[src/rtl/jtcop_prot_arb_if.sv]
// Bus bundle between the shared-RAM arbiter, its two requesters and the RAM.
// The slave modport is the arbiter's view; master is the requester/RAM side.
interface jtcop_prot_arb_if #(
  parameter int AW = 11,
  parameter int DW = 8
);
  logic          m_cs;
  logic          m_wrn;
  logic [AW-1:0] m_addr;
  logic [DW-1:0] m_din;
  logic [DW-1:0] m_dout;
  logic          m_ok;
  logic          s_cs;
  logic          s_wrn;
  logic [AW-1:0] s_addr;
  logic [DW-1:0] s_din;
  logic [DW-1:0] s_dout;
  logic          s_waitn;
  logic          irqn;
  logic [AW-1:0] ram_addr;
  logic [DW-1:0] ram_data;
  logic          ram_we;
  logic [DW-1:0] ram_q;

  modport slave (
    input  m_cs, m_wrn, m_addr, m_din, s_cs, s_wrn, s_addr, s_din, ram_q,
    output m_dout, m_ok, s_dout, s_waitn, irqn, ram_addr, ram_data, ram_we
  );

  modport master (
    output m_cs, m_wrn, m_addr, m_din, s_cs, s_wrn, s_addr, s_din, ram_q,
    input  m_dout, m_ok, s_dout, s_waitn, irqn, ram_addr, ram_data, ram_we
  );
endinterface

[src/rtl/jtcop_prot_arb.sv]
// Serialises the 68000 and HuC6280 onto the shared 2 kB RAM port, stalls the
// HuC6280 through WAIT_N and keeps the main-to-protection IRQ mailbox latch.
module jtcop_prot_arb #(
  parameter int AW = 11,
  parameter int DW = 8
) (
  input  logic             clk,
  input  logic             rst,
  jtcop_prot_arb_if.slave  bus
);

  typedef enum logic [1:0] {IDLE, ACC, LAT, ACK} state_t;

  localparam logic [AW-1:0] MBOX = AW'(11'h7FF);

  state_t        st, st_nx;
  logic          m_cs_d, s_cs_d;
  logic          m_pend, s_pend;
  logic          last_s, gnt_s, gnt_s_nx;
  logic          s_done_r;
  logic          start, ack;
  logic          m_edge, s_edge;
  logic          m_wr_r, s_wr_r;
  logic [AW-1:0] m_addr_r, s_addr_r;
  logic [DW-1:0] m_din_r, s_din_r;
  logic          sel_wr, cur_wr;
  logic [AW-1:0] sel_addr;
  logic [DW-1:0] sel_din;
  logic          irq_set, irq_clr;
  logic          irqn_r, ram_we_r;
  logic [AW-1:0] ram_addr_r;
  logic [DW-1:0] ram_data_r, m_dout_r, s_dout_r;

  assign m_edge = bus.m_cs & ~m_cs_d;
  assign s_edge = bus.s_cs & ~s_cs_d;

  always_comb begin
    st_nx    = st;
    gnt_s_nx = gnt_s;
    start    = 1'b0;
    case (st)
      IDLE: begin
        if (m_pend | s_pend) begin
          start    = 1'b1;
          // on a tie the side that was not served last wins
          gnt_s_nx = s_pend & (~m_pend | ~last_s);
          st_nx    = ACC;
        end
      end
      ACC:     st_nx = LAT;
      LAT:     st_nx = ACK;
      ACK:     st_nx = IDLE;
      default: st_nx = IDLE;
    endcase
  end

  assign ack      = (st == ACK);
  assign sel_wr   = gnt_s_nx ? s_wr_r   : m_wr_r;
  assign sel_addr = gnt_s_nx ? s_addr_r : m_addr_r;
  assign sel_din  = gnt_s_nx ? s_din_r  : m_din_r;
  assign cur_wr   = gnt_s ? s_wr_r : m_wr_r;

  // mailbox latch moves together with ram_addr, i.e. it is visible in ACC
  assign irq_set = start & ~gnt_s_nx &  m_wr_r & (m_addr_r == MBOX);
  assign irq_clr = start &  gnt_s_nx & ~s_wr_r & (s_addr_r == MBOX);

  always_ff @(posedge clk) begin
    m_cs_d <= bus.m_cs;
    s_cs_d <= bus.s_cs;
    if (rst) begin
      st       <= IDLE;
      gnt_s    <= 1'b0;
      last_s   <= 1'b1;
      m_pend   <= 1'b0;
      s_pend   <= 1'b0;
      s_done_r <= 1'b0;
      ram_we_r <= 1'b0;
      irqn_r   <= 1'b1;
    end else begin
      st       <= st_nx;
      gnt_s    <= gnt_s_nx;
      ram_we_r <= start & sel_wr;
      if (start) last_s <= gnt_s_nx;
      if (m_edge)              m_pend <= 1'b1;
      else if (ack && !gnt_s)  m_pend <= 1'b0;
      if (s_edge)              s_pend <= 1'b1;
      else if (ack && gnt_s)   s_pend <= 1'b0;
      if (!bus.s_cs)           s_done_r <= 1'b0;
      else if (ack && gnt_s)   s_done_r <= 1'b1;
      if (irq_set)             irqn_r <= 1'b0;
      else if (irq_clr)        irqn_r <= 1'b1;
    end
  end

  // request attributes are frozen at the cs edge
  always_ff @(posedge clk) begin
    if (m_edge) begin
      m_wr_r   <= ~bus.m_wrn;
      m_addr_r <= bus.m_addr;
      m_din_r  <= bus.m_din;
    end
    if (s_edge) begin
      s_wr_r   <= ~bus.s_wrn;
      s_addr_r <= bus.s_addr;
      s_din_r  <= bus.s_din;
    end
  end

  always_ff @(posedge clk) begin
    if (rst) begin
      ram_addr_r <= '0;
      ram_data_r <= '0;
      m_dout_r   <= '0;
      s_dout_r   <= '0;
    end else begin
      if (start) begin
        ram_addr_r <= sel_addr;
        ram_data_r <= sel_din;
      end
      if (st == LAT && !cur_wr) begin
        if (gnt_s) s_dout_r <= bus.ram_q;
        else       m_dout_r <= bus.ram_q;
      end
    end
  end

  assign bus.m_ok     = ack & ~gnt_s;
  assign bus.s_waitn  = ~(bus.s_cs & ~(s_done_r | (ack & gnt_s)));
  assign bus.irqn     = irqn_r;
  assign bus.ram_we   = ram_we_r;
  assign bus.ram_addr = ram_addr_r;
  assign bus.ram_data = ram_data_r;
  assign bus.m_dout   = m_dout_r;
  assign bus.s_dout   = s_dout_r;

endmodule
[src/flat_wrapper.sv]
// flat-port wrapper written by rule: the top's interface ports become plain ports
module jtcop_prot_arb_flat 
#(
  parameter int AW = 11,
  parameter int DW = 8
)
  (clk, rst, bus_m_cs, bus_m_wrn, bus_m_addr, bus_m_din, bus_s_cs, bus_s_wrn, bus_s_addr, bus_s_din, bus_ram_q, bus_m_dout, bus_m_ok, bus_s_dout, bus_s_waitn, bus_irqn, bus_ram_addr, bus_ram_data, bus_ram_we);
  jtcop_prot_arb_if #(.AW(AW), .DW(DW)) bus_i ();
  input  logic clk;
  input  logic rst;
  input wire logic [$bits(bus_i.m_cs)-1:0] bus_m_cs;
  input wire logic [$bits(bus_i.m_wrn)-1:0] bus_m_wrn;
  input wire logic [$bits(bus_i.m_addr)-1:0] bus_m_addr;
  input wire logic [$bits(bus_i.m_din)-1:0] bus_m_din;
  input wire logic [$bits(bus_i.s_cs)-1:0] bus_s_cs;
  input wire logic [$bits(bus_i.s_wrn)-1:0] bus_s_wrn;
  input wire logic [$bits(bus_i.s_addr)-1:0] bus_s_addr;
  input wire logic [$bits(bus_i.s_din)-1:0] bus_s_din;
  input wire logic [$bits(bus_i.ram_q)-1:0] bus_ram_q;
  output wire logic [$bits(bus_i.m_dout)-1:0] bus_m_dout;
  output wire logic [$bits(bus_i.m_ok)-1:0] bus_m_ok;
  output wire logic [$bits(bus_i.s_dout)-1:0] bus_s_dout;
  output wire logic [$bits(bus_i.s_waitn)-1:0] bus_s_waitn;
  output wire logic [$bits(bus_i.irqn)-1:0] bus_irqn;
  output wire logic [$bits(bus_i.ram_addr)-1:0] bus_ram_addr;
  output wire logic [$bits(bus_i.ram_data)-1:0] bus_ram_data;
  output wire logic [$bits(bus_i.ram_we)-1:0] bus_ram_we;
  assign bus_i.m_cs = bus_m_cs;
  assign bus_i.m_wrn = bus_m_wrn;
  assign bus_i.m_addr = bus_m_addr;
  assign bus_i.m_din = bus_m_din;
  assign bus_i.s_cs = bus_s_cs;
  assign bus_i.s_wrn = bus_s_wrn;
  assign bus_i.s_addr = bus_s_addr;
  assign bus_i.s_din = bus_s_din;
  assign bus_i.ram_q = bus_ram_q;
  assign bus_m_dout = bus_i.m_dout;
  assign bus_m_ok = bus_i.m_ok;
  assign bus_s_dout = bus_i.s_dout;
  assign bus_s_waitn = bus_i.s_waitn;
  assign bus_irqn = bus_i.irqn;
  assign bus_ram_addr = bus_i.ram_addr;
  assign bus_ram_data = bus_i.ram_data;
  assign bus_ram_we = bus_i.ram_we;
  jtcop_prot_arb #(.AW(AW), .DW(DW)) u_core (.clk(clk), .rst(rst), .bus(bus_i));
endmodule
[config.mk]
export PLATFORM = sky130hd
export DESIGN_NAME = jtcop_prot_arb_flat
export DESIGN_NICKNAME = d
export VERILOG_FILES = /design/src/rtl/jtcop_prot_arb_if.sv /design/src/rtl/jtcop_prot_arb.sv /design/src/flat_wrapper.sv
export SDC_FILE = /design/constraint.sdc
export NUM_CORES = 1
export LEC_CHECK = 0
export ABC_CLOCK_PERIOD_IN_PS = 2500
export BUFFER_PORTS_ARGS = -buffer_cell sky130_fd_sc_hd__buf_2
export CAP_MARGIN = 20
export CORE_UTILIZATION = 50
export CTS_CLUSTER_SIZE = 20
export DETAILED_ROUTE_END_ITERATION = 7
export MAX_ROUTING_LAYER = met4
export PLACE_DENSITY_LB_ADDON = 0.2
export SLEW_MARGIN = 10
export SYNTH_ARGS = -nofsm -noshare
export SYNTH_HDL_FRONTEND = slang
export SYNTH_SLANG_ARGS = --single-unit
[constraint.sdc]
create_clock -name clk -period 2.5 [get_ports clk]
set_input_delay 0.5 -clock clk [delete_from_list [all_inputs] [get_ports clk]]
set_output_delay 0.5 -clock clk [all_outputs]
set_load 0.01 [all_outputs]
# Word-level counts from Yosys, hierarchy flattened
# Cells that the tools add are included.
word_totals:
  elab_cells: 82
  in_bits: 52
  output_inout_bits: 39
  ff_bits: 86
op_classes:
  reduce_logical: 12
  n_mux: 16
  n_bitwise: 28
  n_eq_ne: 6
ops:
  columns: ["operator", "n"]
  rows:
  - ["$eq 11x11->1 const B", 2]
  - ["$and 1x1->1", 13]
  - ["$mux 1", 12]
  - ["$not 1->1", 12]
  - ["$mux 11", 1]
  - ["$mux 8", 1]
  - ["$pmux 2 s4", 1]
  - ["$reduce_bool 2->1", 3]
  - ["$eq 2x2->1 const B", 2]
  - ["$reduce_and 2->1", 2]
  - ["$logic_and 1x1->1", 3]
  - ["$or 1x1->1", 3]
  - ["$eq 2x1->1 const B", 1]
  - ["$logic_not 1->1", 2]
  - ["$logic_not 2->1", 1]
  - ["$mux 2", 1]
  - ["$ne 2x1->1 const B", 1]
  - ["$reduce_or 2->1", 1]

# Depth between registers and ports, before layout
# Gate-level depths: netlist of the first run.
logic_depth:
  ltp_word: 10
  mapped_depth: 7
  ltp_nobuf: 6

# Least setup slack after synthesis of the first run
# No wires, ideal clock.
synth_timing:
  kind: "input port to flip-flop"
  from: "input bus_s_cs"
  to: "register u_core.s_addr_r[0] (enable)"
  setup_ns: 0.400
  required_ns: 2.100
  stages: 1
  path_buffers: 0
  t_arrival_ns: 1.466
  setup_slack_ns: 0.634
  cell_sequence: "nor2b_1"
synth_via:
  elab_chain_len: 1
synth_lines:
  columns: ["element", "line", "source"]
  rows:
  - ["start: declaration", "flat_wrapper.sv:15", "input wire logic [$bits(bus_i.s_cs)-1:0] bus_s_cs;"]
  - ["$and 1x1->1", "jtcop_prot_arb.sv:35", "assign s_edge = bus.s_cs & ~s_cs_d;"]
  - ["end signal: assignment", "jtcop_prot_arb.sv:104", "s_addr_r <= bus.s_addr;"]
  - ["end: declaration", "jtcop_prot_arb.sv:24", "logic [AW-1:0] m_addr_r, s_addr_r;"]
# No other way between the ends.
# A chain may end at the register's enable or synchronous reset.

# Worst setup path in the final report of the first run
layout_timing:
  from: "register u_core.st[1]"
  to: "output bus_m_ok"
layout_via:
  elab_chain_len: 2
layout_lines:
  columns: ["element", "line", "source"]
  rows:
  - ["start: declaration", "jtcop_prot_arb.sv:16", "state_t st, st_nx;"]
  - ["start signal: assignment", "jtcop_prot_arb.sv:80", "st <= st_nx;"]
  - ["$eq 2x2->1", "jtcop_prot_arb.sv:57", "assign ack = (st == ACK);"]
  - ["$and 1x1->1", "jtcop_prot_arb.sv:127", "assign bus.m_ok = ack & ~gnt_s;"]
  - ["end: declaration", "flat_wrapper.sv:21", "output wire logic [$bits(bus_i.m_ok)-1:0] bus_m_ok;"]
# No other way between the ends.

==> results of run 1 <==
logic make-up after synthesis:
| family | count (synthesis) | synth area share, % |
|---|---|---|
| adders and majority gates | 4 | 1.68 |
| and+or+nand+nor | 63 | 9.51 |
| DFF | 86 | 71.1 |
| AOI/OAI and AO/OA | 31 | 9.01 |
| muxes | 17 | 5.70 |
| buffers and inverters | 19 | 3.06 |
layout make-up:
type / instances / area [sq um]
Inverter: 6 / 22.5
Clock inverter: 7 / 41.3
Timing Repair Buffer: 98 / 510
Tap cell: 72 / 90.1
Sequential cell: 86 / 2120
Clock buffer: 9 / 124
Fill cell: 447 / 1940
Multi-Input combinational cell: 115 / 787
worst register-to-register path, cell delays in order (launching register included):
cell and delay (ns):
sky130_fd_sc_hd__dfxtp_1 0.32, sky130_fd_sc_hd__inv_1 0.12, sky130_fd_sc_hd__ha_1 0.26, sky130_fd_sc_hd__nand2_1 0.09, sky130_fd_sc_hd__a21oi_2 0.38, sky130_fd_sc_hd__buf_4 0.29, sky130_fd_sc_hd__a222oi_1 0.11, sky130_fd_sc_hd__nor2_1 0.11
layer usage:
| metal | wire [um] | global-route usage (%) | vias up |
|---|---|---|---|
| li1 | - | - | 1013 |
| met1 | 2570 | 25.8 | 983 |
| met2 | 3060 | 32.8 | 98 |
| met3 | 423 | 5.98 | 3 |
| met4 | 35 | 7.09 | 0 |
| met5 | 0 | - | - |
through the flow:
stage	power (W)	utilization (%)	std cells	area, sq um
final	0.00303	65.5	393	3700
after global routing	0.00317	65.5	393	3700
after CTS	0.00305	65.5	393	3700
after detailed placement	0.00223	62.6	377	3530
after global placement	0.00222	62.6	377	3530
after floorplan	0.00203	-	220	2990
cell usage in the layout (no fill, tap or decap), types with 3 or more instances in the layout:
| cell type | Yosys | layout |
|---|---|---|
| sky130_fd_sc_hd__buf_2 | 4 | 90 |
| sky130_fd_sc_hd__dfxtp_1 | 46 | 46 |
| sky130_fd_sc_hd__nor2_1 | 42 | 42 |
| sky130_fd_sc_hd__edfxtp_1 | 40 | 40 |
| sky130_fd_sc_hd__a222oi_1 | 19 | 19 |
| sky130_fd_sc_hd__mux2i_1 | 17 | 17 |
| sky130_fd_sc_hd__clkbuf_8 | 0 | 9 |
| sky130_fd_sc_hd__buf_4 | 2 | 8 |
| sky130_fd_sc_hd__inv_1 | 6 | 6 |
| sky130_fd_sc_hd__nand2_1 | 4 | 4 |
| sky130_fd_sc_hd__ha_1 | 4 | 4 |
| sky130_fd_sc_hd__clkinv_2 | 0 | 4 |
| sky130_fd_sc_hd__a21oi_1 | 4 | 3 |
| sky130_fd_sc_hd__nand4_1 | 3 | 3 |
| sky130_fd_sc_hd__nor3_1 | 3 | 3 |
power by group through the flow:
stage | Combinational [W] | Clock (W) | Sequential, W
floorplan | 0.000324 | 0 | 0.00171
global placement | 0.000522 | 0 | 0.00170
detailed placement | 0.000535 | 0 | 0.00170
CTS | 0.000541 | 0.000847 | 0.00167
global route | 0.000590 | 0.000902 | 0.00168
finish | 0.000538 | 0.000825 | 0.00167
state kept, by name, summed over array words and instances, names as in the netlist:
name,count
u_core.bus.ram_addr,11
u_core.m_addr_r,11
u_core.s_addr_r,11
u_core.bus.m_dout,8
u_core.bus.ram_data,8
u_core.bus.s_dout,8
u_core.m_din_r,8
u_core.s_din_r,8
u_core.st,2
u_core.bus.irqn,1
u_core.bus.ram_we,1
u_core.gnt_s,1
u_core.last_s,1
u_core.m_cs_d,1
u_core.m_pend,1
u_core.m_wr_r,1
u_core.s_cs_d,1
u_core.s_done_r,1
u_core.s_pend,1
u_core.s_wr_r,1
how the worst min path moves through the flow:
stage                                       startpoint                      endpoint  slack, ns  cells past startpoint
after floorplan           u_core.m_addr_r[6]$_DFFE_PP_  u_core.bus.irqn$_SDFFE_PP1P_       0.44                      1
after global placement    u_core.m_addr_r[6]$_DFFE_PP_  u_core.bus.irqn$_SDFFE_PP1P_       0.45                      1
after detailed placement  u_core.m_addr_r[6]$_DFFE_PP_  u_core.bus.irqn$_SDFFE_PP1P_       0.46                      1
after CTS                                     bus_m_cs         u_core.m_cs_d$_DFF_P_       0.25                      1
after global routing                          bus_m_cs         u_core.m_cs_d$_DFF_P_       0.25                      1
final                                         bus_m_cs         u_core.m_cs_d$_DFF_P_       0.27                      1
==> out/results.md, run 1 <==
| Group | Quantity | This run |
|:---|:---|:---|
| status | Outcome | finished, final reports clean |
| drt | Number of violations reported at the end of detailed-routing iteration 0 | 208 |
| drt | Routed length per instance | 15.5 um |
| worst setup path | Number of buffers and inverters on the critical path | 1 |
| floorplan | Core area | 0.00564 sq mm |
| worst setup path | Source of the critical timing path | u_core.st[1]$_SDFFE_PP0P_ |
| drt | Total wire length | 6090 um |
| worst setup path | Worst Setup Start Kind | register |
| flow run | Max cap viols | 0 |
| worst setup path | Critical R2R Capture | u_core.bus.ram_addr[4]$_SDFFE_PP0N_ |
| power | Switching Fraction | 27.8% |
| cts | Post_cts resized | 0 |
| drt | Vias per std cell | 5.34 |
| floorplan | Count of boundary I/O pins | 91 |
| worst setup path | Cell family contributing the most delay on the critical path | flip-flops |
| sta | Final period demand of the worst path | 1.84 ns |
| floorplan | Vertical die dimension | 79.3 um |
| sta | Final period util | 73.5% |
| logic synthesis | Proportion of synthesized chip area in sequential cells | 71.1% |
| cts | Setup fix buffers added after clock tree synthesis | 0 |
| grt | First-pass GRT wire length | 9320 um |
| power | Int Pwr | 0.00219 W |
| power | Maximum vdd drop | 0.000492 V |
| sta | Final hold slack | 0.271 ns |
| placed design | Minimum setup slack after placement | 0.819 ns |
| power | Power density over the cells | 820 mW/mm^2 |
| drt | DRC | 0 |
| worst setup path | Critical path class | reg2out |
| cts | CTS H-tree depth | 3 |
| sta | Setup repair after global routing missed its margin | false |
| worst setup path | Critical path endpoint category | output pin |
| drt | Vias post-DR | 2097 |
| cts | Clock tree from TritonCTS | yes |
| logic synthesis | Synthesized cell area | 0.00299 sq mm |
| placed design | Routability Congestion | 0.765 |
| grt | Maximum number of pins on one net before global-route repair | 31 |
| power | Net switching power figure | 0.000844 W |
| cts | Number of buffers inserted for hold repair after clock tree synthesis | 0 |
| cts | CTS buffer count | 9 |
| power | Sequential share of power | 55.0% |
| placed design | DP HPWL | 4200 um |
| floorplan | Number of cell rows | 27 |
| cells and area | Area growth syn-to-layout | 23.8% |
| logic synthesis | Net count of the mapped netlist | 276 |
| grt | Global route total overflow | 0 |
| sta | Worst max-slew margin expressed relative to the limit | 62.4% |
| worst setup path | CP max-delay cell | sky130_fd_sc_hd__dfxtp_1 |
| placed design | Input/output buffers | 90 |
| worst setup path | Critical path data arrival time | 1.34 ns |
| grt | Total track usage | 20.8% |
| cells and area | Share of layout cells above drive strength 1 | 36.8% |
| sta | Final total negative setup slack | 0 ns |
| cells and area | Number of antenna repair diodes | 0 |
| worst setup path | Worst reg-to-reg path cell count | 7 |
| drt | First-pass iteration count of the detailed router | 8 |
| sta | Final setup skew | 0.00835 ns |
| worst hold path | Worst hold path class | in2reg |
| cts | CTS Root Cell | sky130_fd_sc_hd__clkbuf_8 |
| sta | Minimum setup slack in the final design | 0.663 ns |
| logic synthesis | Count of unique library cells instantiated by Yosys | 28 |
| sta | Actual transition at the worst max-transition pin | 0.564 ns |
| logic synthesis | Flop and latch count out of synthesis | 86 |
| cts | Max clock buf depth | 2 |
| sta | Max-slew violations | 0 |
| logic synthesis | Warnings, synthesis | 0 |
| worst setup path | Largest driver fanout on the critical path | 4 |
| worst setup path | Register-to-register setup slack | 0.76 ns |
| sta | Max Clock Freq | 544 MHz |
| worst setup path | Required arrival time at the worst endpoint | 2.00 ns |
| logic synthesis | Count of flip-flops with a built-in enable after synthesis | 40 |
| logic synthesis | Synth area leader | sky130_fd_sc_hd__edfxtp_1 |
| logic synthesis | Top cells by count, synth | sky130_fd_sc_hd__dfxtp_1, sky130_fd_sc_hd__nor2_1, sky130_fd_sc_hd__edfxtp_1, sky130_fd_sc_hd__a222oi_1, sky130_fd_sc_hd__mux2i_1 |
| logic synthesis | Share of synthesized flip-flops with an asynchronous set or reset | 0% |
| cells and area | Net count of the finished layout | 372 |
| drt | Number of nets with antenna violations after routing | 0 |
| worst setup path | CP Cell Sequence | ha_1, nor2b_1, buf_2 |
| floorplan | Initial Utilization | 52.9% |
| worst setup path | Startpoint of the worst register-to-register path | u_core.st[0]$_SDFFE_PP0P_ |
| logic synthesis | Most frequent cell after synthesis | sky130_fd_sc_hd__dfxtp_1 |
| grt | Initial antenna violation count | 0 |
| sta | Final setup violation count | 0 |
| cts | Number of sinks handled by clock tree synthesis | 86 |
| cts | Clock latency on the worst-skew pair | 0.34 ns |
| power | Leakage power | 1.61 nW |
| logic synthesis | Commonest register cell after synthesis | sky130_fd_sc_hd__dfxtp_1 |
| logic synthesis | Largest cells by area after synthesis | sky130_fd_sc_hd__edfxtp_1, sky130_fd_sc_hd__dfxtp_1, sky130_fd_sc_hd__a222oi_1, sky130_fd_sc_hd__mux2i_1, sky130_fd_sc_hd__nor2_1 |
| logic synthesis | Syn avg cell area | 13.6 sq um |
| logic synthesis | Synthesized netlist cell count | 220 |
| worst setup path | Setup crit end | bus_m_ok |
| floorplan | Die width | 79.3 um |
| power | Clock power frac | 27.2% |
| grt | Via count of the first global-routing pass | 1902 |
| worst setup path | Logic depth of the worst setup path including buffers | 3 |
| cts | Clock transition at the register clock pins on the worst setup and hold paths after CTS | 0.08 ns |
| floorplan | DIE AREA | 0.00629 sq mm |
| worst setup path | Slowest stage delay, CP | 0.39 ns |
| sta | Number of failing hold endpoints at the final stage | 0 |
| logic synthesis | Area share of the largest cell type after synthesis | 40.2% |
| power | Combinational share of power | 17.7% |
Note: power is estimated with default switching activity, not from simulation.
==> inputs of run 2 (changes only) <==
--- a/config.mk
+++ b/config.mk
@@ -5,7 +5,7 @@
 export SDC_FILE = /design/constraint.sdc
 export NUM_CORES = 1
 export LEC_CHECK = 0
-export ABC_CLOCK_PERIOD_IN_PS = 2500
+export ABC_CLOCK_PERIOD_IN_PS = 1900
 export BUFFER_PORTS_ARGS = -buffer_cell sky130_fd_sc_hd__buf_2
 export CAP_MARGIN = 20
 export CORE_UTILIZATION = 50
==> constraint.sdc (replaced) <==
create_clock -name clk -period 1.9 [get_ports clk]
set_input_delay 0.38 -clock clk [delete_from_list [all_inputs] [get_ports clk]]
set_output_delay 0.38 -clock clk [all_outputs]
set_load 0.01 [all_outputs]
==> out/results.md, run 2 (synthesis gave the netlist of run 1 again) <==
| Group | Quantity | This run | Change |
|:---|:---|:---|:---|
| status | Outcome | finished, final reports clean |  |
| floorplan | DIE AREA | 0.00629 sq mm | unchanged |
| cts | CTS buffer count | 9 | unchanged |
| drt | Highest metal layer with signal wires | met4 |  |
| sta | Max-slew violations | 0 | unchanged |
| sta | Final period demand of the worst path | 1.79 ns |  |
| drt | DRC | 0 | unchanged |
| drt | Met3 wirelength from detailed routing | 450 um | +6.4% |
| floorplan | Initial Utilization | 52.9% | unchanged |
| worst setup path | Worst reg-to-reg path cell count | 6 | -1 |
| drt | First-pass iteration count of the detailed router | 5 | -3 |
| floorplan | Count of boundary I/O pins | 91 | unchanged |
| flow run | Max cap viols | 0 | unchanged |
| cts | Clock latency on the worst-skew pair | 0.36 ns | +0.02 ns |
| worst setup path | Critical path endpoint category | register |  |
| drt | Met2 Routed Length | 3070 um | +0.26% |
| cts | Max clock buf depth | 2 | unchanged |
| cts | Number of sinks handled by clock tree synthesis | 86 | unchanged |
| floorplan | Die width | 79.3 um | unchanged |
| grt | Total track usage | 21.4% | +0.61 points |
| power | Int Pwr | 0.00315 W | +44% |
| power | Clock power frac | 31.8% | +4.6 points |
| grt | Initial antenna violation count | 0 | unchanged |
| cells and area | Leading cell type in the layout, fill and taps excluded | sky130_fd_sc_hd__buf_2 |  |
| sta | Worst max-slew margin expressed relative to the limit | 55.3% | -7.1 points |
| grt | Maximum number of pins on one net before global-route repair | 31 | unchanged |
| sta | Setup repair after global routing missed its margin | false |  |
| drt | Total wire length | 6410 um | +5.2% |
| cells and area | Number of antenna repair diodes | 0 | unchanged |
| cells and area | Net count of the finished layout | 371 | -0.27% |
| sta | Final total negative setup slack | 0 ns | unchanged |
| power | Sequential share of power | 51.3% | -3.7 points |
| sta | Final setup violation count | 0 | unchanged |
| power | Leakage power | 1.62 nW | +0.51% |
| power | Power density over the cells | 1140 mW/mm^2 | +40% |
| sta | Final setup skew | 0.00772 ns | -0.000634 ns |
| drt | Number of violations reported at the end of detailed-routing iteration 0 | 190 | -8.7% |
| placed design | Routability Congestion | 0.779 | +1.8% |
| grt | Via count of the first global-routing pass | 1972 | +3.7% |
| grt | Global route total overflow | 0 | unchanged |
| floorplan | Number of cell rows | 27 | unchanged |
| cts | CTS Root Cell | sky130_fd_sc_hd__clkbuf_8 |  |
| sta | Max Clock Freq | 559 MHz |  |
| cells and area | Layout Utilization | 66.5% | +1.0 points |
| cells and area | Fillers | 422 | -5.6% |
| worst setup path | Critical path class | reg2reg |  |
| power | Switching Fraction | 26.7% | -1.2 points |
| worst setup path | Required arrival time at the worst endpoint | 2.13 ns | +0.13 ns |
| cells and area | Most frequent cells in the layout | sky130_fd_sc_hd__buf_2, sky130_fd_sc_hd__dfxtp_1, sky130_fd_sc_hd__nor2_1 |  |
| sta | Actual transition at the worst max-transition pin | 0.666 ns | +0.102 ns |
| power | Combinational share of power | 16.9% | -0.8 points |
| drt | Vias post-DR | 2151 | +2.6% |
| cts | Clock transition at the register clock pins on the worst setup and hold paths after CTS | 0.08 ns | about the same |
| cts | Clock tree from TritonCTS | yes |  |
| drt | Vias per std cell | 5.49 | +2.8% |
| floorplan | Vertical die dimension | 79.3 um | unchanged |
| cts | Number of buffers inserted for hold repair after clock tree synthesis | 0 | unchanged |
| placed design | Input/output buffers | 90 | unchanged |
| drt | Number of nets with antenna violations after routing | 0 | unchanged |
| drt | Routed length per instance | 16.3 um | +5.5% |
| floorplan | Core area | 0.00564 sq mm | unchanged |
| cells and area | Share of layout cells above drive strength 1 | 36.3% | -0.51 points |
| worst setup path | Worst Setup Start Kind | register |  |
| grt | First-pass GRT wire length | 9490 um | +1.9% |
| worst setup path | Critical path data arrival time | 2.02 ns | +0.68 ns |
| worst setup path | Largest driver fanout on the critical path | 14 | +10 |
| worst hold path | WHS Path Cells | 1 | unchanged |
| power | Net switching power figure | 0.00115 W | +36% |
| placed design | DP HPWL | 4120 um | -2.0% |
| sta | Number of failing hold endpoints at the final stage | 0 | unchanged |
| worst hold path | Worst hold path class | in2reg |  |
| sta | Final period util | 94.1% |  |
| cts | CTS H-tree depth | 3 | unchanged |
| cells and area | Area growth syn-to-layout | 25.7% |  |
| power | Maximum vdd drop | 0.000691 V | +40% |
| drt | Wire length on met1 | 2800 um | +8.8% |
[run 2: cell types whose count changed in the layout (fill, tap and decap cells not counted), sizes merged]
cell      previous run  this run
clkinv               7         2
buf                 98        96
bufinv               0         2
a21oi                5         6
clkbuf               9        10
clkinvlp             0         1
inv                  6         7
[run 2: what timing repair did]
| item | in CTS | in global routing |
|---|---|---|
| buffers inserted | 0 | 0 |
| gates resized for setup | 1 | 1 |
| cloned | 0 | 1 |
| endpoints found under the setup margin | 21 | 16 |
[run 2: final timing paths]
kind / startpoint / to / slack [ns]
max reg2reg: u_core.st[0]$_SDFFE_PP0P_ / u_core.bus.ram_addr[7]$_SDFFE_PP0N_ / 0.11
max: u_core.st[0]$_SDFFE_PP0P_ / u_core.bus.ram_addr[7]$_SDFFE_PP0N_ / 0.11
min: bus_m_cs / u_core.m_cs_d$_DFF_P_ / 0.13
min reg2reg: u_core.m_addr_r[6]$_DFFE_PP_ / u_core.bus.irqn$_SDFFE_PP1P_ / 0.47
[run 2: worst max-delay path, cell delays in order (launching register included)]
cell,delay (ns)
sky130_fd_sc_hd__dfxtp_1,0.32
sky130_fd_sc_hd__inv_1,0.12
sky130_fd_sc_hd__ha_1,0.25
sky130_fd_sc_hd__o21ai_1,0.27
sky130_fd_sc_hd__buf_4,0.30
sky130_fd_sc_hd__a222oi_1,0.31
sky130_fd_sc_hd__nor2_1,0.10
[run 2: stage by stage]
stage          worst slack, ns  area (sq um)  hold slack, ns  total power [W]  std cells
6_report                 0.112          3750           0.131          0.00429        392
5_1_grt                 0.0115          3750           0.127          0.00447        392
4_1_cts                 0.0429          3740           0.124          0.00430        391
3_5_place_dp            -0.160          3520           0.459          0.00294        375
3_3_place_gp           -0.0493          3520           0.453          0.00291        375
2_1_floorplan            0.154          2990           0.408          0.00267        220
[run 2: area by class of cell]
cell class | instances | area [sq um] | share of cell area [%]
timing repair buffer | 96 | 495 | 13.2
inverter | 6 | 22.5 | 0.600
clock buffer | 10 | 128 | 3.40
clock inverter | 6 | 85.1 | 2.27
sequential | 86 | 2120 | 56.5
multi-input combinational | 116 | 811 | 21.6
tap | 72 | 90.1 | 2.40
[run 2: per-layer routing]
| metal | vias up | GRT usage, % |
|---|---|---|
| li1 | 1014 | - |
| met4 | 0 | 9.64 |
| met3 | 9 | 5.40 |
| met1 | 1018 | 26.4 |
| met2 | 110 | 33.4 |
| met5 | - | - |
[run 2: power by group through the flow]
stage          registers [W]  logic (W)  clock network, W
2_1_floorplan        0.00225   0.000426                 0
3_3_place_gp         0.00223   0.000677                 0
3_5_place_dp         0.00223   0.000709                 0
4_1_cts              0.00219   0.000722           0.00139
5_1_grt              0.00222   0.000793           0.00146
6_report             0.00220   0.000725           0.00137
==> inputs of run 3 (changes only) <==
--- a/config.mk
+++ b/config.mk
@@ -5,10 +5,11 @@
 export SDC_FILE = /design/constraint.sdc
 export NUM_CORES = 1
 export LEC_CHECK = 0
-export ABC_CLOCK_PERIOD_IN_PS = 1900
+export ABC_AREA = 1
+export ABC_CLOCK_PERIOD_IN_PS = 1600
 export BUFFER_PORTS_ARGS = -buffer_cell sky130_fd_sc_hd__buf_2
 export CAP_MARGIN = 20
-export CORE_UTILIZATION = 50
+export CORE_UTILIZATION = 47
 export CTS_CLUSTER_SIZE = 20
 export DETAILED_ROUTE_END_ITERATION = 7
 export MAX_ROUTING_LAYER = met4
==> constraint.sdc (replaced) <==
create_clock -name clk -period 1.6 [get_ports clk]
set_input_delay 0.32 -clock clk [delete_from_list [all_inputs] [get_ports clk]]
set_output_delay 0.32 -clock clk [all_outputs]
set_load 0.01 [all_outputs]
==> out/results.md, run 3 <==
| Group | Quantity | This run | Change |
|:---|:---|:---|:---|
| power | Switching Fraction | 32.0% | +5.3 points |
| cts | CTS buffer count | 9 | unchanged |
| power | Power density over the cells | 1310 mW/mm^2 | +14% |
| floorplan | Die width | 86.2 um | +8.7% |
| sta | Worst max-slew margin expressed relative to the limit | 65.1% | +9.8 points |
| worst setup path | Setup crit end | bus_s_waitn |  |
| grt | Global route total overflow | 0 | unchanged |
| worst setup path | Register-to-register setup slack | 0.16 ns | +0.05 ns |
| logic synthesis | Warnings, synthesis | 0 | unchanged |
| worst setup path | Startpoint of the worst register-to-register path | u_core.st[0]$_SDFFE_PP0P_ |  |
| placed design | Input/output buffers | 90 | unchanged |
| grt | Via count of the first global-routing pass | 2301 | +17% |
| worst setup path | Critical path endpoint category | output pin |  |
| sta | Final setup violation count | 0 | unchanged |
| power | Sequential share of power | 51.0% | -0.3 points |
| worst setup path | Required arrival time at the worst endpoint | 1.28 ns | -0.85 ns |
| cells and area | Net count of the finished layout | 469 | +26% |
| sta | Setup repair after global routing missed its margin | false |  |
| logic synthesis | Area share of the largest cell type after synthesis | 36.1% | -4.1 points |
| worst setup path | Number of buffers and inverters on the critical path | 1 | -1 |
| cells and area | Most frequent cells in the layout | sky130_fd_sc_hd__buf_2, sky130_fd_sc_hd__nand2_1, sky130_fd_sc_hd__dfxtp_1 |  |
| logic synthesis | Commonest register cell after synthesis | sky130_fd_sc_hd__dfxtp_1 |  |
| power | Combinational share of power | 23.1% | +6.2 points |
| worst setup path | Worst Setup Start Kind | register |  |
| placed design | Routability Congestion | 0.816 | +4.8% |
| cts | Number of sinks handled by clock tree synthesis | 86 | unchanged |
| logic synthesis | Share of synthesized flip-flops with an asynchronous set or reset | 0% | unchanged |
| grt | Total track usage | 20.1% | -1.4 points |
| sta | Final period util | 94.9% |  |
| logic synthesis | Synthesized netlist cell count | 316 | +44% |
| cts | CTS Root Cell | sky130_fd_sc_hd__clkbuf_8 |  |
| worst setup path | Critical path class | reg2out |  |
| floorplan | DIE AREA | 0.00742 sq mm | +18% |
| cts | Clock transition at the register clock pins on the worst setup and hold paths after CTS | 0.09 ns | about the same |
| cts | CTS H-tree depth | 3 | unchanged |
| logic synthesis | Top cells by count, synth | sky130_fd_sc_hd__dfxtp_1, sky130_fd_sc_hd__nand2_1, sky130_fd_sc_hd__edfxtp_1, sky130_fd_sc_hd__nand3_1, sky130_fd_sc_hd__inv_1 |  |
| worst setup path | Worst reg-to-reg path cell count | 10 | +4 |
| power | Int Pwr | 0.00364 W | +16% |
| grt | First-pass GRT wire length | 10900 um | +14% |
| drt | Total wire length | 6850 um | +6.9% |
| logic synthesis | Synthesized cell area | 0.00333 sq mm | +11% |
| cells and area | Area growth syn-to-layout | 22.9% |  |
| worst hold path | Worst hold path class | in2reg |  |
| logic synthesis | Largest family of logic cells by synthesized area | simple AND/OR/NAND/NOR gates |  |
| logic synthesis | Flop and latch count out of synthesis | 86 | unchanged |
| worst setup path | Critical R2R Capture | u_core.bus.irqn$_SDFFE_PP1P_ |  |
| power | Maximum vdd drop | 0.000825 V | +19% |
| drt | DRC | 0 | unchanged |
| logic synthesis | Post-Synth XOR/XNOR Area | 0% | unchanged |
| drt | Vias post-DR | 2481 | +15% |
| logic synthesis | Largest cells by area after synthesis | sky130_fd_sc_hd__edfxtp_1, sky130_fd_sc_hd__dfxtp_1, sky130_fd_sc_hd__nand3_1, sky130_fd_sc_hd__nand2_1, sky130_fd_sc_hd__nand3_2 |  |
| logic synthesis | Synthesized-area fraction occupied by and/or/nand/nor cells | 19.5% | +10 points |
| cells and area | Share of layout cells above drive strength 1 | 34.0% | -2.3 points |
| worst setup path | Critical path data arrival time | 1.20 ns | -0.82 ns |
| power | Leakage power | 1.75 nW | +8.3% |
| grt | Maximum number of pins on one net before global-route repair | 22 | -29% |
| grt | Met3 layer usage reported by global route | 4.91% | -0.49 points |
| status | Outcome | finished, final reports clean |  |
| logic synthesis | Syn avg cell area | 10.5 sq um | -22% |
| floorplan | Number of cell rows | 30 | +11% |
| logic synthesis | Count of flip-flops with a built-in enable after synthesis | 40 | unchanged |
| grt | Initial antenna violation count | 0 | unchanged |
| grt | M2 GR Usage | 32.0% | -1.5 points |
| grt | Met1 demand-to-capacity share in global routing | 25.2% | -1.3 points |
| floorplan | Initial Utilization | 48.7% | -4.2 points |
| drt | First-pass iteration count of the detailed router | 4 | -1 |
| sta | Final setup skew | 0.0102 ns | +0.00246 ns |
| cts | Clock latency on the worst-skew pair | 0.35 ns | about the same |
| grt | Global route hottest layer | met2 |  |
| worst hold path | WHS Path Cells | 1 | unchanged |
| cells and area | Number of antenna repair diodes | 0 | unchanged |
| sta | Max Clock Freq | 658 MHz |  |
| drt | Vias per std cell | 4.83 | -12% |
| power | Design Power | 0.00536 W | +25% |
| worst setup path | Slowest stage delay, CP | 0.36 ns | +0.04 ns |
| cts | Clock tree from TritonCTS | yes |  |
| worst setup path | CP max-delay cell | sky130_fd_sc_hd__dfxtp_2 |  |
| logic synthesis | Proportion of synthesized chip area in sequential cells | 63.7% | -7.3 points |
| sta | Number of failing hold endpoints at the final stage | 0 | unchanged |
| sta | Max-slew violations | 0 | unchanged |
| logic synthesis | Net count of the mapped netlist | 372 | +35% |
| logic synthesis | Post-synthesis mux area share | 0% | -5.7 points |
| floorplan | Count of boundary I/O pins | 91 | unchanged |
| drt | Routed length per instance | 13.3 um | -18% |
| sta | Final total negative setup slack | 0 ns | unchanged |
| cts | Number of buffers inserted for hold repair after clock tree synthesis | 0 | unchanged |
| worst setup path | Largest driver fanout on the critical path | 4 | -10 |
| power | Clock power frac | 25.9% | -5.9 points |
| cells and area | Leading cell type in the layout, fill and taps excluded | sky130_fd_sc_hd__buf_2 |  |
| cells and area | Fillers | 619 | +47% |
| drt | Number of nets with antenna violations after routing | 0 | unchanged |
| worst setup path | Logic depth of the worst setup path including buffers | 4 | -2 |
| floorplan | Vertical die dimension | 86.2 um | +8.7% |
| floorplan | Core area | 0.00683 sq mm | +21% |
| sta | Actual transition at the worst max-transition pin | 0.523 ns | -0.143 ns |
| logic synthesis | Area fraction in compound gates after synthesis | 7.89% | -1.1 points |
| sta | Final period demand of the worst path | 1.52 ns |  |
| power | Net switching power figure | 0.00171 W | +49% |
| worst setup path | CP Cell Sequence | ha_4, a21oi_2, nand2_1, buf_2 |  |
| drt | Number of violations reported at the end of detailed-routing iteration 0 | 128 | -33% |
| flow run | Max cap viols | 0 | unchanged |
| logic synthesis | Adder-cell area share of the yosys netlist | 1.50% | -0.17 points |
| logic synthesis | Synth area leader | sky130_fd_sc_hd__edfxtp_1 |  |
| placed design | DP HPWL | 4750 um | +15% |
| cts | Max clock buf depth | 2 | unchanged |
| logic synthesis | Count of unique library cells instantiated by Yosys | 27 | -3.6% |
| worst setup path | Cell family contributing the most delay on the critical path | flip-flops |  |
| worst setup path | Source of the critical timing path | u_core.st[1]$_SDFFE_PP0P_ |  |
==> run 3: cell types whose count changed after synthesis, moves of 4 or more <==
cell / change
sky130_fd_sc_hd__nor2b_1: -4
sky130_fd_sc_hd__a222oi_1: -19
sky130_fd_sc_hd__nand3_2: +12
sky130_fd_sc_hd__mux2i_1: -17
sky130_fd_sc_hd__nand3_1: +37
sky130_fd_sc_hd__inv_1: +25
sky130_fd_sc_hd__clkbuf_1: -6
sky130_fd_sc_hd__a31oi_1: +11
sky130_fd_sc_hd__buf_4: +4
sky130_fd_sc_hd__o21ai_0: +17
sky130_fd_sc_hd__a21oi_1: +9
sky130_fd_sc_hd__nand2_1: +42
sky130_fd_sc_hd__nor2_1: -15
==> run 3: metrics by stage <==
step / hold slack [ns] / cell area, sq um / cells / setup WS, ns / utilization, %
2_1_floorplan: 0.348 / 3330 / 316 / 0.279 / -
3_3_place_gp: 0.430 / 3880 / 497 / 0.193 / 56.8
3_5_place_dp: 0.434 / 3880 / 497 / 0.135 / 56.8
4_1_cts: 0.0693 / 4070 / 513 / 0.00838 / 59.5
5_1_grt: 0.0636 / 4090 / 514 / 0.00404 / 59.9
6_report: 0.0844 / 4090 / 514 / 0.0812 / 59.9
==> run 3: cell type report <==
class	count	area (sq um)	area share (%)
sequential	86	2120	51.9
clock buffer	9	124	3.03
inverter	34	131	3.21
tap	96	120	2.94
multi-input combinational	182	982	24.0
timing repair buffer	100	554	13.5
clock inverter	7	55.1	1.35
==> run 3: power groups by stage <==
stage | clock network, W | registers (W) | logic (W)
2_1_floorplan | 0 | 0.00280 | 0.000782
3_3_place_gp | 0 | 0.00276 | 0.00118
3_5_place_dp | 0 | 0.00276 | 0.00122
4_1_cts | 0.00142 | 0.00272 | 0.00123
5_1_grt | 0.00152 | 0.00276 | 0.00139
6_report | 0.00139 | 0.00273 | 0.00124
==> run 3: worst register-to-register path, cell delays in order, from the launching register on <==
cell and delay [ns]:
sky130_fd_sc_hd__dfxtp_2 0.35, sky130_fd_sc_hd__inv_1 0.10, sky130_fd_sc_hd__ha_1 0.21, sky130_fd_sc_hd__inv_2 0.06
sky130_fd_sc_hd__nor2_4 0.15, sky130_fd_sc_hd__buf_12 0.17, sky130_fd_sc_hd__nand2_4 0.06, sky130_fd_sc_hd__nor2_4 0.09
sky130_fd_sc_hd__nand2_1 0.06, sky130_fd_sc_hd__nand2_1 0.06, sky130_fd_sc_hd__nand2_1 0.04
==> run 3: kinds of logic (layout without fill, tap and decap cells) <==
| group | after synthesis | count (layout) |
|---|---|---|
| AO/OA/AOI/OAI | 48 | 48 |
| adder cells (fa/ha/maj) | 4 | 4 |
| buffers and inverters | 48 | 150 |
| flip-flops | 86 | 86 |
| AND/OR/NAND/NOR | 130 | 130 |
==> run 3: worst min-delay path by stage <==
stage                                      startpoint                                 to
global placement    u_core.bus.m_dout[3]$_SDFFE_PP0P_  u_core.bus.m_dout[3]$_SDFFE_PP0P_
floorplan                                    bus_m_cs              u_core.m_cs_d$_DFF_P_
global route                                 bus_m_cs              u_core.m_cs_d$_DFF_P_
CTS                                          bus_m_cs              u_core.m_cs_d$_DFF_P_
detailed placement  u_core.bus.m_dout[3]$_SDFFE_PP0P_  u_core.bus.m_dout[3]$_SDFFE_PP0P_
finish                                       bus_m_cs              u_core.m_cs_d$_DFF_P_
==> run 3: what timing repair did <==
action	CTS	global route
pin swaps	0	2
endpoints found under the setup margin	1	6
setup buffers	0	1
gates resized for setup	2	6
==> run 3: per-layer routing <==
layer | part of all wire (%) | up-vias
met2 | 49 | 75
met1 | 44 | 1140
met4 | 1.2 | 0
li1 | - | 1259
met5 | 0 | -
met3 | 5.8 | 7
